===== src/rtl/im_loader_if.sv =====
// Byte-stream handshake between a program source and the instruction loader.
// A byte moves when byte_valid and byte_ready are both high at a clock edge.
interface im_loader_if;
    logic       byte_valid;
    logic [7:0] byte_data;
    logic       byte_ready;

    // Source side: offers bytes, observes the loader's ready.
    modport master (
        output byte_valid,
        output byte_data,
        input  byte_ready
    );

    // Loader side: consumes bytes when it is ready.
    modport slave (
        input  byte_valid,
        input  byte_data,
        output byte_ready
    );
endinterface


===== src/rtl/im_loader.sv =====
// Instruction-memory loader: assembles a big-endian byte stream into 32-bit
// words, writes them to consecutive word addresses starting at 0, and holds
// the CPU fetch stage until the requested number of words has been written.
module im_loader (
    input  logic        clk,
    input  logic        reset,
    input  logic        start,
    input  logic [10:0] word_count,
    im_loader_if.slave  bs,
    output logic        im_we,
    output logic [9:0]  im_addr,
    output logic [31:0] im_wdata,
    output logic        busy,
    output logic        done,
    output logic        cpu_hold,
    output logic        err
);

    typedef enum logic [1:0] {IDLE, RECV, WRITE, DONE} state_t;

    state_t      state_q, state_d;
    logic [9:0]  addr_q, addr_d;
    logic [9:0]  last_q, last_d;     // address of the final word of this load
    logic [1:0]  bidx_q, bidx_d;
    logic [23:0] shift_q, shift_d;   // first three bytes of the word in flight
    logic [31:0] wdata_q, wdata_d;
    logic        err_q, err_d;

    logic start_legal;
    logic accept;

    // A start is legal only for 1..1024 words.
    assign start_legal = start && (word_count != 11'd0) && (word_count <= 11'd1024);
    assign accept      = (state_q == RECV) && bs.byte_valid;

    // State and datapath registers; reset discards any partial word.
    always_ff @(posedge clk or posedge reset) begin
        if (reset) begin
            state_q <= IDLE;
            addr_q  <= '0;
            last_q  <= '0;
            bidx_q  <= '0;
            shift_q <= '0;
            wdata_q <= '0;
            err_q   <= 1'b0;
        end else begin
            state_q <= state_d;
            addr_q  <= addr_d;
            last_q  <= last_d;
            bidx_q  <= bidx_d;
            shift_q <= shift_d;
            wdata_q <= wdata_d;
            err_q   <= err_d;
        end
    end

    // Next-state logic: accept starts when not loading, gather four bytes,
    // then spend one cycle writing the word.
    always_comb begin
        state_d = state_q;
        addr_d  = addr_q;
        last_d  = last_q;
        bidx_d  = bidx_q;
        shift_d = shift_q;
        wdata_d = wdata_q;
        err_d   = err_q;

        case (state_q)
            IDLE, DONE: begin
                if (start_legal) begin
                    state_d = RECV;
                    addr_d  = '0;
                    bidx_d  = '0;
                    err_d   = 1'b0;
                    // 1024 wraps to 0 in ten bits, so minus one gives 3FF.
                    last_d  = word_count[9:0] - 10'd1;
                end else if (start) begin
                    err_d = 1'b1;
                end
            end
            RECV: begin
                if (accept) begin
                    shift_d = {shift_q[15:0], bs.byte_data};
                    bidx_d  = bidx_q + 2'd1;
                    if (bidx_q == 2'd3) begin
                        wdata_d = {shift_q, bs.byte_data};
                        state_d = WRITE;
                    end
                end
            end
            WRITE: begin
                if (addr_q == last_q) begin
                    state_d = DONE;
                end else begin
                    addr_d  = addr_q + 10'd1;
                    state_d = RECV;
                end
            end
            default: state_d = IDLE;
        endcase
    end

    // Outputs depend on state only, so byte_ready never follows byte_valid.
    assign bs.byte_ready = (state_q == RECV);
    assign im_we         = (state_q == WRITE);
    assign im_addr       = addr_q;
    assign im_wdata      = wdata_q;
    assign busy          = (state_q == RECV) || (state_q == WRITE);
    assign done          = (state_q == DONE);
    assign cpu_hold      = (state_q != DONE);
    assign err           = err_q;

endmodule


===== src/flat_wrapper.sv =====
// flat-port wrapper written by rule: the top's interface ports become plain ports
module im_loader_flat 
  (clk, reset, start, word_count, im_we, im_addr, im_wdata, busy, done, cpu_hold, err, bs_byte_valid, bs_byte_data, bs_byte_ready);
  im_loader_if bs_i ();
  input  logic clk;
  input  logic reset;
  input  logic start;
  input  logic [10:0] word_count;
  output logic im_we;
  output logic [9:0] im_addr;
  output logic [31:0] im_wdata;
  output logic busy;
  output logic done;
  output logic cpu_hold;
  output logic err;
  input wire logic [$bits(bs_i.byte_valid)-1:0] bs_byte_valid;
  input wire logic [$bits(bs_i.byte_data)-1:0] bs_byte_data;
  output wire logic [$bits(bs_i.byte_ready)-1:0] bs_byte_ready;
  assign bs_i.byte_valid = bs_byte_valid;
  assign bs_i.byte_data = bs_byte_data;
  assign bs_byte_ready = bs_i.byte_ready;
  im_loader u_core (.clk(clk), .reset(reset), .start(start), .word_count(word_count), .bs(bs_i), .im_we(im_we), .im_addr(im_addr), .im_wdata(im_wdata), .busy(busy), .done(done), .cpu_hold(cpu_hold), .err(err));
endmodule

===== config.mk =====
export PLATFORM = sky130hd
export DESIGN_NAME = im_loader_flat
export DESIGN_NICKNAME = d
export VERILOG_FILES = /design/src/rtl/im_loader_if.sv /design/src/rtl/im_loader.sv /design/src/flat_wrapper.sv
export SDC_FILE = /design/constraint.sdc
export NUM_CORES = 1
export LEC_CHECK = 0
export BUFFER_PORTS_ARGS = -buffer_cell sky130_fd_sc_hd__buf_2
export CAP_MARGIN = 20
export CORE_ASPECT_RATIO = 0.8
export CORE_MARGIN = 2
export CORE_UTILIZATION = 25
export CTS_CLUSTER_DIAMETER = 30
export CTS_CLUSTER_SIZE = 24
export DETAILED_ROUTE_END_ITERATION = 8
export GPL_ROUTABILITY_DRIVEN = 0
export PLACE_DENSITY = 0.48
export SETUP_SLACK_MARGIN = 0.1
export SLEW_MARGIN = 15
export SYNTH_ARGS = -nofsm -noshare
export SYNTH_HDL_FRONTEND = slang
export SYNTH_SLANG_ARGS = --single-unit

===== constraint.sdc =====
create_clock -name clk -period 3.75 [get_ports clk]
set_input_delay 0.375 -clock clk [delete_from_list [all_inputs] [get_ports clk]]
set_output_delay 0.375 -clock clk [all_outputs]
set_load 0.01 [all_outputs]

==> summary.md, run 1 <==
| Metric | Value |
|---|---|
| Family with the most delay on the worst path | `simple AND/OR/NAND/NOR gates` |
| Worst slew pin tran | `0.956 ns` |
| CTS tree | `done` |
| Final Net Count | `389` |
| Row count | `39` |
| Post-synthesis cell type count | `44` |
| Detail Route Antenna Nets | `0` |
| Initial antenna violation count | `0` |
| Required time worst endpoint | `3.98 ns` |
| Hold buffers post-CTS | `0` |
| Setup ws final | `1.32 ns` |
| Status | `finished clean` |
| Wire per inst | `14.5 um` |
| Cell Area, Synth | `3660 um^2` |
| Share of layout cells above drive strength 1 | `28.3%` |
| Fillcell total | `1450` |
| CORE AREA | `14300 um^2` |
| Max FO, Critical Path | `14` |
| Most used DFF post-synth | `dfrtp_1` |
| Cell Area, Placed | `4230 um^2` |
| Register area share after synthesis | `55.4%` |
| Total GRT Usage | `11.1%` |
| Max Slew Vio Count | `0` |
| Worst Clk Skew | `0.00914 ns` |
| Asr flop ratio synth | `100%` |
| Port bufs | `70` |
| Detailed-route wire length | `7920 um` |
| Post-route DRC violation count | `0` |
| Highest routed layer | `met4` |
| EDFF count, synth | `0` |
| Worst hold path type | `in2async` |
| Ys Warns | `0` |
| Die H | `112 um` |
| Vias per Instance | `4.49` |
| DRT Pass-1 Iters | `4` |
| Num CTS Buffers | `9` |
| Fmax achieved | `412 MHz` |
| Ant. Diodes | `0` |
| Cell Pwr Density | `691 nW/um^2` |
| Die area | `15600 um^2` |
| #FFs+latches synth | `81` |
| GR Overflow Total | `0` |
| Final Critical Period | `2.43 ns` |
| Hold Vio Cnt, Final | `0` |
| Met3 Routed Length | `398 um` |
| Met2 wire len | `3420 um` |
| Maximum clock path buffer count | `2` |
| Post-CTS Setup Bufs | `0` |
| Worst slew margin | `36.2%` |
| Gate Count Post-Synth | `285` |
| Vias | `2461` |
| Max Cap Viol | `0` |
| Slowest CP cell | `or4_4` |
| Synth top area cells | `dfrtp_1 55%, mux2_1 17%, xnor2_1 3.4%, ha_1 2.4%, o31a_1 1.9%` |
| Unrepaired setup endpoints after global routing | `false` |
| Slowest stage delay, CP | `0.56 ns` |
| Syn_nets | `315` |
| Final Instance Area | `4530 um^2` |
| Global-route wire length before repair | `13600 um` |
| Reg2reg path depth | `4` |
| Chip width | `139 um` |
| Met1 WL | `3940 um` |
| CTS H-tree lvls | `3` |
| Starting Density | `25.6%` |
| Final HPWL DP | `5560 um` |
| Clk sinks | `81` |
| LEAKAGE | `2.16 nW` |
| Mapped Avg Cell Area | `12.8 um^2` |
| Final period util | `64.8%` |
| Critical path, cell by cell | `buf_2 -> inv_1 -> ha_1 -> or3b_1 -> or4_4 -> a31oi_4 -> nor2_1 -> a311o_1` |
| Maximum VDD drop | `0.207 mV` |
| Layout area overhead | `23.8%` |
| Worst path depth | `8` |
| Nature of the critical path endpoint | `register` |
| Startpoint Class | `primary input` |
| Commonest non-fill, non-tap cells in the layout | `81 x dfrtp_1, 70 x buf_2, 56 x mux2_1, 14 x xnor2_1, 14 x nor2_1` |
| Commonest non-fill, non-tap cell in the layout | `dfrtp_1` |
| Worst EP arrival | `2.65 ns` |
| Buf+Inv Stages, Crit Path | `2` |
| Final setup fails | `0` |
| Share of the synthesized area in the top cell type | `55.4%` |
| Cts repair resizes | `0` |
| Setup total negative slack | `0 ns` |
| Pin count of the biggest net entering global routing | `53` |
| Cell taking the most area after synthesis | `dfrtp_1` |
| Clk Latency, worst-skew pair | `0.34 ns` |
| Io pins | `71` |
| Root Driver | `clkbuf_16` |
| Dpl ws | `0.983 ns` |
| Clock slew at reported path FFs | `0.07 ns` |
| Iter 0 DRT Violations | `142` |
| Vias in the first global route | `2546` |
| Crit Path Class | `in2reg` |
## cells in the mapped netlist, drive strengths merged, types with 4 or more instances
| cell | n |
|---|---|
| clkbuf | 8 |
| ha | 7 |
| inv | 10 |
| nor4 | 4 |
| o31a | 8 |
| a21oi | 10 |
| nand3 | 7 |
| mux2 | 58 |
| dfrtp | 81 |
| a311o | 4 |
| buf | 4 |
| nor2 | 14 |
| o31ai | 8 |
| xnor2 | 14 |
| nand2 | 9 |
| nor3 | 5 |
## layout make-up
cell class                      count  area, um^2  area share, %
Inverter                           10        38.8          0.856
Timing Repair Buffer               75         388           8.56
Sequential cell                    81        2030           44.7
Clock inverter                      7        77.6           1.71
Tap cell                          184         230           5.08
Multi-Input combinational cell    182        1550           34.1
Clock buffer                        9         225           4.97
## logic make-up (layout without fill, tap and decap cells)
| logic type | after synthesis | count (layout) | share of synthesized area, % |
|---|---|---|---|
| XOR/XNOR | 17 | 17 | 4.07 |
| AO/OA/AOI/OAI | 43 | 43 | 9.30 |
| multiplexers | 59 | 59 | 18.1 |
| AND/OR/NAND/NOR | 56 | 56 | 8.21 |
| flip-flops | 81 | 81 | 55.4 |
| buffers and inverters | 22 | 101 | 2.53 |
| adder cells (fa/ha/maj) | 7 | 7 | 2.39 |
## sequential cells by signal (all words and copies together) (netlist names)
register,count
u_core.im_wdata,32
u_core.shift_q,24
u_core.im_addr,10
u_core.last_q,10
u_core.bidx_q,2
u_core.state_q,2
u_core.err,1
## routing by layer
| metal | vias to the layer above | global-route usage, % |
|---|---|---|
| met4 | 0 | 5.05 |
| met3 | 12 | 2.99 |
| li1 | 1181 | - |
| met1 | 1218 | 15.6 |
| met5 | - | 0 |
| met2 | 50 | 16.1 |
## through the flow
| stage | util, % | instances | power [mW] | hold slack [ns] |
|---|---|---|---|---|
| global route | 31.7 | 548 | 3.37 | 0.102 |
| detailed placement | 29.6 | 532 | 2.28 | 0.452 |
| global placement | 29.6 | 532 | 2.25 | 0.445 |
| CTS | 31.7 | 548 | 3.20 | 0.0729 |
| finish | 31.7 | 548 | 3.13 | 0.0642 |
| floorplan | - | 285 | 1.95 | 0.452 |
## report_power, final
part	switching [mW]	internal [mW]	leakage, nW
sequential	0.196	1.20	1.03
clock	0.371	0.521	0.146
combinational	0.435	0.403	0.983
total	1.00	2.13	2.16
## worst paths after layout
kind | from | endpoint | slack (ns)
max | word_count[0] | u_core.im_addr[7] | 1.32
min | reset | u_core.im_wdata[20] | 0.06
max reg2reg | u_core.state_q[1] | u_core.im_wdata[13] | 1.47
min reg2reg | u_core.im_wdata[0] | u_core.im_wdata[0] | 0.48
max in group asynchronous | reset | u_core.im_wdata[4] | 2.63
min in group clk | word_count[0] | u_core.last_q[0] | 0.25
(Power assumes the default switching activity.)
==> inputs of run 2 (changes only) <==
--- a/config.mk
+++ b/config.mk
@@ -5,6 +5,7 @@
 export SDC_FILE = /design/constraint.sdc
 export NUM_CORES = 1
 export LEC_CHECK = 0
+export ABC_AREA = 1
 export BUFFER_PORTS_ARGS = -buffer_cell sky130_fd_sc_hd__buf_2
 export CAP_MARGIN = 20
 export CORE_ASPECT_RATIO = 0.8
==> constraint.sdc (replaced) <==
create_clock -name clk -period 2.4 [get_ports clk]
set_input_delay 0.24 -clock clk [delete_from_list [all_inputs] [get_ports clk]]
set_output_delay 0.24 -clock clk [all_outputs]
set_load 0.01 [all_outputs]
==> summary.md, run 2 <==
| Metric | Value |
|---|---|
| Status | `finished clean` |
| Cts repair resizes | `0 (unchanged)` |
| Row count | `39 (unchanged)` |
| Die H | `113 um (+0.98%)` |
| Hold depth | `3` |
| Vias per Instance | `4.22 (-5.9%)` |
| Final instance count without filler cells | `679 (+24%)` |
| Setup ws final | `0.491 ns (-0.830 ns)` |
| Post-layout util | `32.0% (+0.31 points)` |
| Fmax achieved | `524 MHz` |
| Hold Vio Cnt, Final | `0 (unchanged)` |
| Io pins | `71 (unchanged)` |
| Slowest CP cell | `nand3_2` |
| Critical path, cell by cell | `inv_1 -> ha_1 -> nand3_2 -> buf_4 -> nand2_1 -> o21ai_0` |
| Vias | `2868 (+17%)` |
| Iter 0 DRT Violations | `199 (+40%)` |
| Commonest non-fill, non-tap cell in the layout | `nand2_1` |
| Most used DFF post-synth | `dfrtp_1` |
| Share of the synthesized area in the top cell type | `54.3% (-1.1 points)` |
| Hold Path End | `u_core.im_wdata[7]` |
| Starting Density | `25.9% (+0.26 points)` |
| Pin count of the biggest net entering global routing | `52 (-1.9%)` |
| Port bufs | `70 (unchanged)` |
| Syn_nets | `446 (+42%)` |
| Worst slew pin tran | `0.604 ns (-0.352 ns)` |
| Worst R2R End | `u_core.im_wdata[2]` |
| Startpoint Class | `register` |
| #FFs+latches synth | `81 (unchanged)` |
| Global-route wire length before repair | `14300 um (+4.6%)` |
| Final Net Count | `519 (+33%)` |
| Cell Area, Synth | `3730 um^2 (+2.1%)` |
| Gate Count Post-Synth | `416 (+46%)` |
| Num CTS Buffers | `9 (unchanged)` |
| Ys Warns | `0 (unchanged)` |
| Mapped Avg Cell Area | `8.98 um^2 (-30%)` |
| Reg2reg path depth | `6 (+2)` |
| Share of layout cells above drive strength 1 | `26.5% (-1.8 points)` |
| Largest register FFs | `32 (unchanged)` |
| Initial antenna violation count | `1 (+1)` |
| Layout area overhead | `23.8% (about the same)` |
| EDFF count, synth | `0 (unchanged)` |
| Cell Pwr Density | `1090 nW/um^2 (+58%)` |
| Max Cap Viol | `0 (unchanged)` |
| Detailed-route wire length | `8490 um (+7.3%)` |
| Final Critical Period | `1.91 ns` |
| DP Cell Count | `661 (+24%)` |
| Synth top area cells | `dfrtp_1 54%, nand2_1 11%, o21ai_0 8.4%, inv_1 5.5%, o21ai_2 3.0%` |
| Worst reg2reg path startpoint | `u_core.state_q[1]` |
| Max Slew Vio Count | `0 (unchanged)` |
| Detail Route Antenna Nets | `0 (unchanged)` |
| Cell Area, Placed | `4310 um^2 (+1.8%)` |
| Final period util | `79.6%` |
| Final setup fails | `0 (unchanged)` |
| Required time worst endpoint | `2.61 ns (-1.37 ns)` |
| Nature of the critical path endpoint | `register` |
| Post-CTS Setup Bufs | `0 (unchanged)` |
| DRT Pass-1 Iters | `4 (unchanged)` |
| Fillcell total | `1529 (+5.4%)` |
| CORE AREA | `14400 um^2 (+1.0%)` |
| Hold buffers post-CTS | `1 (+1)` |
| Cell taking the most area after synthesis | `dfrtp_1` |
| GR Overflow Total | `0 (unchanged)` |
| Worst slew margin | `59.7% (+23 points)` |
| Post-route DRC violation count | `0 (unchanged)` |
| CTS tree | `done` |
| Root Driver | `clkbuf_16` |
| Register area share after synthesis | `54.3% (-1.1 points)` |
| CTS H-tree lvls | `3 (unchanged)` |
| Clk sinks | `81 (unchanged)` |
| Unrepaired setup endpoints after global routing | `false` |
| Dpl ws | `0.455 ns (-0.528 ns)` |
| Worst Clk Skew | `0.00852 ns (-0.000617 ns)` |
| Max FO, Critical Path | `32 (+18)` |
| Asr flop ratio synth | `100% (unchanged)` |
| Post-synth top cells | `109 x nand2_1, 81 x dfrtp_1, 63 x o21ai_0` |
| Setup total negative slack | `0 ns (unchanged)` |
| LEAKAGE | `2.34 nW (+8.3%)` |
| Worst hold path type | `in2reg` |
| Slowest stage delay, CP | `0.45 ns (-0.11 ns)` |
| Clock slew at reported path FFs | `0.06 ns (about the same)` |
| Clk Latency, worst-skew pair | `0.34 ns (about the same)` |
| Final HPWL DP | `6240 um (+12%)` |
| Flop2flop setup slack | `0.49 ns (-0.98 ns)` |
| Maximum clock path buffer count | `2 (unchanged)` |
| Hold Crit Start | `bs_byte_data[7]` |
| Wire per inst | `12.5 um (-13%)` |
| Maximum VDD drop | `0.414 mV (+100%)` |
| Die area | `15900 um^2 (+2.0%)` |
| Crit Path Class | `reg2reg` |
| Worst EP arrival | `2.12 ns (-0.53 ns)` |
| Final Instance Area | `4620 um^2 (+2.0%)` |
| Total GRT Usage | `11.3% (+0.20 points)` |
| Chip width | `141 um (+0.99%)` |
| Post-synthesis cell type count | `31 (-30%)` |
| Vias in the first global route | `2805 (+10%)` |
| Top-count cell post-synth | `nand2_1` |
| Commonest non-fill, non-tap cells in the layout | `109 x nand2_1, 81 x dfrtp_1, 70 x buf_2, 63 x o21ai_0, 54 x inv_1` |
-- run 2: changes by cell type in the layout (fill, tap and decap cells not counted), sizes merged, moves of 8 or more --
cell   before  now
o31a        8    0
mux2       58    8
xnor2      14    3
o31ai       8    0
o21ai       1   77
nand2       9  116
inv        11   56
-- run 2: kinds of logic (layout without fill, tap and decap cells) --
family | after synthesis | count (layout) | share of synthesized area, %
other cells | 0 | 1 | 0
simple gates | 154 | 154 | 18.1
flops | 81 | 81 | 54.3
fa+ha+maj | 7 | 7 | 2.34
mux | 8 | 8 | 2.41
compound gates | 86 | 86 | 13.1
xor+xnor | 10 | 10 | 2.35
buf+inv | 70 | 148 | 7.47
-- run 2: worst max-delay path: cells and delay by family (launching register included) --
family	cells	cell delay [ns]
flops	1	0.41
buf+inv	2	0.51
fa+ha+maj	1	0.25
simple gates	2	0.53
compound gates	1	0.08
-- run 2: final cells by class --
cell class	count	area, um^2	area share, %
multi-input cells	265	1430	31.0
repair buffers	76	410	8.88
diodes	1	2.50	0.0541
clock inverters	6	66.3	1.43
well taps	184	230	4.98
clock buffers	10	239	5.17
flip-flops and latches	81	2030	43.8
inverters	56	214	4.63
-- run 2: stage by stage --
step / power (mW) / hold WS (ns)
floorplan: 3.15 / 0.401
finish: 5.03 / 0.174
CTS: 5.12 / 0.163
detailed placement: 3.69 / 0.337
global placement: 3.66 / 0.334
global route: 5.43 / 0.189
-- run 2: how the worst max path moves through the flow --
stage | startpoint | to | slack [ns] | cells past startpoint
finish | u_core.state_q[1] | u_core.im_wdata[2] | 0.49 | 6
floorplan | u_core.state_q[0] | u_core.im_addr[0] | 0.66 | 12
detailed placement | u_core.state_q[1] | u_core.im_wdata[2] | 0.46 | 6
global placement | u_core.state_q[1] | u_core.im_wdata[14] | 0.53 | 6
CTS | u_core.state_q[1] | u_core.im_wdata[2] | 0.43 | 5
global route | u_core.state_q[1] | u_core.im_wdata[17] | 0.26 | 6
-- run 2: per-layer routing --
layer | routed length, um | vias to the layer above | GRT usage, %
met1 | 4420 | 1335 | 16.7
met5 | 0 | - | 0
met2 | 3560 | 56 | 15.9
li1 | - | 1462 | -
met4 | 194 | 0 | 5.60
met3 | 315 | 15 | 1.99
-- run 2: where the power goes --
| part | total (mW) | internal, mW | switching (mW) |
|---|---|---|---|
| Sequential | 2.12 | 1.82 | 0.295 |
| Combinational | 1.52 | 0.582 | 0.938 |
| Clock | 1.39 | 0.837 | 0.556 |
